[src/rtl/resta_serial_ctrl.sv]
// resta_serial_ctrl: bit-serial a-b using one full-subtractor cell over WIDTH cycles, LSB first.
// Optional signed-overflow output enabled by defining RESTA_SERIAL_OVF_EN.
module resta_serial_ctrl #(
  parameter int WIDTH = 8
) (
  input  logic             clk,
  input  logic             rst,
  input  logic             start,
  input  logic [WIDTH-1:0] a,
  input  logic [WIDTH-1:0] b,
  output logic             busy,
  output logic             done,
  output logic [WIDTH-1:0] diff,
`ifdef RESTA_SERIAL_OVF_EN
  output logic             ovf,
`endif
  output logic             borrow
);
  localparam int CW = (WIDTH > 1) ? $clog2(WIDTH) : 1;
  localparam logic IDLE  = 1'b0;
  localparam logic SHIFT = 1'b1;
  logic             state;
  logic [CW-1:0]    cnt;
  logic [WIDTH-1:0] sa, sb, acc;
  logic             br, x, y, d, bo, last;
  // On the final edge the operand LSBs hold the original MSBs, so overflow needs no extra state.
  always_comb begin
    x    = sa[0];
    y    = sb[0];
    d    = x ^ y ^ br;
    bo   = (~x & y) | (~x & br) | (y & br);
    last = cnt == CW'(WIDTH - 1);
  end
  assign busy = state == SHIFT;
  always_ff @(posedge clk) begin
    if (rst) begin
      state  <= IDLE;
      cnt    <= '0;
      br     <= 1'b0;
      sa     <= '0;
      sb     <= '0;
      acc    <= '0;
      done   <= 1'b0;
      diff   <= '0;
      borrow <= 1'b0;
`ifdef RESTA_SERIAL_OVF_EN
      ovf    <= 1'b0;
`endif
    end else begin
      done <= 1'b0;
      if (state == IDLE) begin
        if (start) begin
          sa    <= a;
          sb    <= b;
          br    <= 1'b0;
          cnt   <= '0;
          state <= SHIFT;
        end
      end else begin
        sa  <= sa >> 1;
        sb  <= sb >> 1;
        acc <= {d, acc[WIDTH-1:1]};
        br  <= bo;
        cnt <= last ? '0 : cnt + 1'b1;
        if (last) begin
          state  <= IDLE;
          done   <= 1'b1;
          diff   <= {d, acc[WIDTH-1:1]};
          borrow <= bo;
`ifdef RESTA_SERIAL_OVF_EN
          ovf    <= (x ^ y) & (d ^ x);
`endif
        end
      end
    end
  end
endmodule

[config.mk]
export PLATFORM = sky130hd
export DESIGN_NAME = resta_serial_ctrl
export DESIGN_NICKNAME = d
export VERILOG_FILES = /design/src/rtl/resta_serial_ctrl.sv
export SDC_FILE = /design/constraint.sdc
export NUM_CORES = 1
export LEC_CHECK = 0
export ABC_CLOCK_PERIOD_IN_PS = 2100
export CELL_PAD_IN_SITES_DETAIL_PLACEMENT = 0
export CELL_PAD_IN_SITES_GLOBAL_PLACEMENT = 2
export CORE_UTILIZATION = 36
export CTS_BUF_LIST = sky130_fd_sc_hd__clkbuf_2
export DETAILED_ROUTE_END_ITERATION = 7
export GPL_TIMING_DRIVEN = 0
export MAX_ROUTING_LAYER = met4
export PLACE_DENSITY = 0.86
export SYNTH_ARGS = -nofsm -noshare
export SYNTH_HDL_FRONTEND = slang
export SYNTH_SLANG_ARGS = --single-unit
[constraint.sdc]
create_clock -name clk -period 2.1 [get_ports clk]
set_clock_uncertainty 0.1 [all_clocks]
set_input_delay 0.315 -clock clk [delete_from_list [all_inputs] [get_ports clk]]
set_output_delay 0.315 -clock clk [all_outputs]
set_load 0.005 [all_outputs]
# Yosys cells after proc, flatten, opt, wreduce, memory -nomap -nowiden
# Cells that the tools add are included.
totals:
  reg_bits: 39
  in_bits: 19
  out_inout_bits: 11
op_classes:
  n_addsub: 1
  n_eq_ne: 1
  muxes: 13
  n_bitwise: 9
  n_reduce_logical: 4
op_table:
  columns: ["operator", "count"]
  rows:
  - ["7-bit two-way mux", 4]
  - ["3-bit two-way mux", 3]
  - ["1-bit two-way mux", 6]
  - ["2-bit OR reduction", 2]
  - ["3-bit by 1-bit adder with 3-bit output, second input constant", 1]
  - ["1-bit bitwise AND", 3]
  - ["3-bit == test, second input constant", 1]
  - ["1-bit NOT", 2]
  - ["1-bit bitwise OR", 2]
  - ["2-bit AND reduction", 1]
  - ["2-bit nonzero test", 1]
  - ["1-bit bitwise XOR", 2]

# Logic depth before layout (Yosys ltp)
depth:
  word_depth: 5
  mapped_depth: 6
  depth_no_buf: 4

# Least setup slack after synthesis
# No wires, ideal clock.
synth_path:
  kind: "register to register"
  from: "register cnt[0]"
  to: "register diff[7]"
  t_arrival_ps: 1206
  required_ps: 1909
  setup_slack_ps: 703
  path_stages_with_launch: 6
  path_buffers: 2
  period_less_slack_ps: 1397
  cell_sequence: "dfxtp_1 -> ha_1 -> ha_1 -> buf_2 -> buf_2 -> a311oi_1"
synth_between:
  elab_chain_len: 2
synth_lines:
  columns: ["element", "line_no", "text"]
  rows:
  - ["from (decl)", "23", "logic [CW-1:0] cnt;"]
  - ["from (signal assigned)", "64", "cnt <= last ? '0 : cnt + 1'b1;"]
  - ["3-bit == test", "32", "last = cnt == CW'(WIDTH - 1);"]
  - ["2-bit AND reduction (no source line)", null, null]
  - ["to (signal assigned)", "68", "diff <= {d, acc[WIDTH-1:1]};"]
  - ["to (decl)", "13", "output logic [WIDTH-1:0] diff,"]
# No other way between the ends.
# A chain may end at the register's enable or synchronous reset.

# Worst setup path in the final report
layout_path:
  from: "register diff[7]"
  to: "output port diff[7]"
# No word-level cell between the ends.

==> impl_metrics.csv <==
group,metric,value,unit
min_path,min_path_type,"input port to flop",
worst_setup_path,cp_top_family,"buffers and inverters",
worst_setup_path,cp_num_buf_inv,1,
clock_tree,h-tree-depth,2,
logic_synthesis,syn_avg_cell_area,10.34,um^2
detailed_routing,vias_per_cell,5.036,
floorplan,ioPinCount,30,
logic_synthesis,synth_top_area_share,45.71,%
detailed_routing,drt_wl_total,3.638,mm
pwr,sw_frac_of_total,27.45,%
worst_setup_path,critPathMaxStageDelay,0.51,ns
layout,n_antenna_cell,0,
clock_tree,cts_buffer_depth,2,
floorplan,fp.dieW,69.99,um
logic_synthesis,synthCells,161,
detailed_routing,dr_total_vias,1254,
clock_tree,root_buffer,"clkbuf_2",
logic_synthesis,synth_area_leaders,"dfxtp_1, mux2i_1, a211oi_1",
place,dp.cells,241,
timing,worstMarginPinSlew,0.4747,ns
pwr,ir_worst_vdd,236.7,uV
grt,antenna_found_initial,0,
logic_synthesis,ys_ff_latch,38,
layout,utilization,46.72,%
grt,grt_max_degree,12,
pwr,pwr-share-comb,14.3,%
grt,gr-usage-all-layers,17.16,%
worst_setup_path,worstPathCellList,"clkdlybuf4s50_1",
floorplan,start_util,37.96,%
detailed_routing,ant_nets,0,
layout,drive_above_1_share,15.23,%
timing,setup_ws,0.3881,ns
timing,maxSlewHeadroom,68.35,%
layout,final_cells,249,
worst_setup_path,crit_arrival,1.30,ns
layout,final_common_cell,"dfxtp_1",
run_status,outcome,"finished clean",
layout,stdcell_area,2048,um^2
clock_tree,clk_latency,0.41,ns
pwr,p_per_area,628.0,nW/um^2
timing,rsz0062_at_grt,"no",
pwr,cell_internal_pwr,0.9331,mW
grt,grt_pass1_wl,6.437,mm
pwr,p_sw,0.3531,mW
worst_setup_path,cp_max_fo,2,
timing,clock.fmax,584.1,MHz
layout,nets,219,
timing,whs,0.1065,ns
clock_tree,path_clk_slew,0.19,ns
clock_tree,postCtsHoldBufs,0,
floorplan,fp-row-count,24,
place,port_buffers,28,
timing,hold_violations,0,
worst_setup_path,cp_slowest_cell,"clkdlybuf4s50_1",
detailed_routing,firstDrtPassIters,4,
timing,finalCritPeriodShare,81.52,%
logic_synthesis,ys_seq_area_share,45.71,%
grt,gr-total-overflow,0,
clock_tree,cts.repair.resized,0,
detailed_routing,drc,0,
worst_setup_path,critical_path_required,1.68,ns
logic_synthesis,synth_fp_nets,184,
flow_run,maxCapViolCount,0,
logic_synthesis,synth_cell_type_count,24,
pwr,seqPwrFrac,60.1,%
floorplan,coreArea,4384,um^2
grt,grt_pass1_vias,1318,
layout,final_cell_mix,"dfxtp_1, clkdlybuf4s50_1, mux2i_1",
logic_synthesis,synth_area,1664,um^2
floorplan,fp.dieH,69.99,um
timing,drv_slew,0,
timing,setup_viol,0,
place,gp_congestion,0.7886,
worst_setup_path,cp-start-kind,"flop",
layout,area_growth,23.08,%
place,hpwl,2.545,mm
timing,timing.setup.tns,0,ns
logic_synthesis,yosysTopAreaCell,"dfxtp_1",
timing,fin_crit,1.712,ns
detailed_routing,wire_per_inst,14.61,um
detailed_routing,initialDrtViolationCount,35,
clock_tree,cts_inserted_buffers,5,
clock_tree,cts_setup_buffers,0,
pwr,clock_power_share,25.6,%
pwr,p_leak,0.8120,nW
pwr,power,1.286,mW
worst_setup_path,path_class,"flop to output pin",
place,place_ws,0.4467,ns
clock_tree,cts_tree,"built",
floorplan,dieArea,4899,um^2
place,place_area,2009,um^2
logic_synthesis,ys_warn_count,0,
worst_setup_path,crit_path_end_kind,"output pin",
clock_tree,clkSinkCount,38,
[routing by layer]
metal | wire (um) | vias up | part of all wire, % | GRT usage, %
li1 | - | 637 | - | -
met1 | 1743 | 594 | 48 | 21.75
met2 | 1717 | 16 | 47 | 26.18
met3 | 97 | 7 | 2.7 | 3.608
met4 | 80 | 0 | 2.2 | 8.000
met5 | 0 | - | 0 | -
[cells in the mapped netlist, drive strengths merged]
library cell and number:
inv 2, nor2 9, or3b 5, clkbuf 1
nor2b 14, dfxtp 38, nor3 2, ha 3
a21bo 8, a21oi 13, fa 1, a311oi 1
mux2i 22, nand3 8, nand2 4, buf 14
a211oi 16
[path summary, 6_finish.rpt]
| kind | startpoint | to | slack [ns] | cells past startpoint |
|---|---|---|---|---|
| worst min register to register | acc[1] | diff[0] | 0.40 | 2 |
| worst min-delay path | rst | sb[0] | 0.11 | 2 |
| worst max register to register | cnt[0] | diff[4] | 0.53 | 6 |
| worst max-delay path | diff[7] | diff[7] | 0.39 | 1 |
[sequential cells by signal, summed over array words and instances, names as in the netlist]
name / count
sb: 8
done: 1
br: 1
sa: 8
busy: 1
cnt: 3
borrow: 1
diff: 8
acc: 7
[kinds of logic after synthesis]
kind of cell	synth area share, %
AO/OA/AOI/OAI	17.22
AND/OR/NAND/NOR	13.83
multiplexers	13.23
flip-flops	45.71
adder cells (fa/ha/maj)	3.459
buffers and inverters	6.540
[cell type report]
| type | instances | area [um^2] |
|---|---|---|
| multi-input cells | 106 | 794.5 |
| clock buffers | 6 | 30.03 |
| flip-flops and latches | 38 | 760.7 |
| well taps | 52 | 65.06 |
| plain buffers | 15 | 101.3 |
| fillers | 426 | 2336 |
| clock inverters | 2 | 8.758 |
| repair buffers | 28 | 280.3 |
| inverters | 2 | 7.507 |
[power by group through the flow]
stage,sequential [mW],clock (mW),combinational [mW]
finish,0.773,0.329,0.184
global route,0.778,0.379,0.202
CTS,0.773,0.342,0.187
detailed placement,0.788,0,0.185
global placement,0.787,0,0.180
floorplan,0.783,0,0.121
No activity file was read; power rests on OpenSTA's default activity.
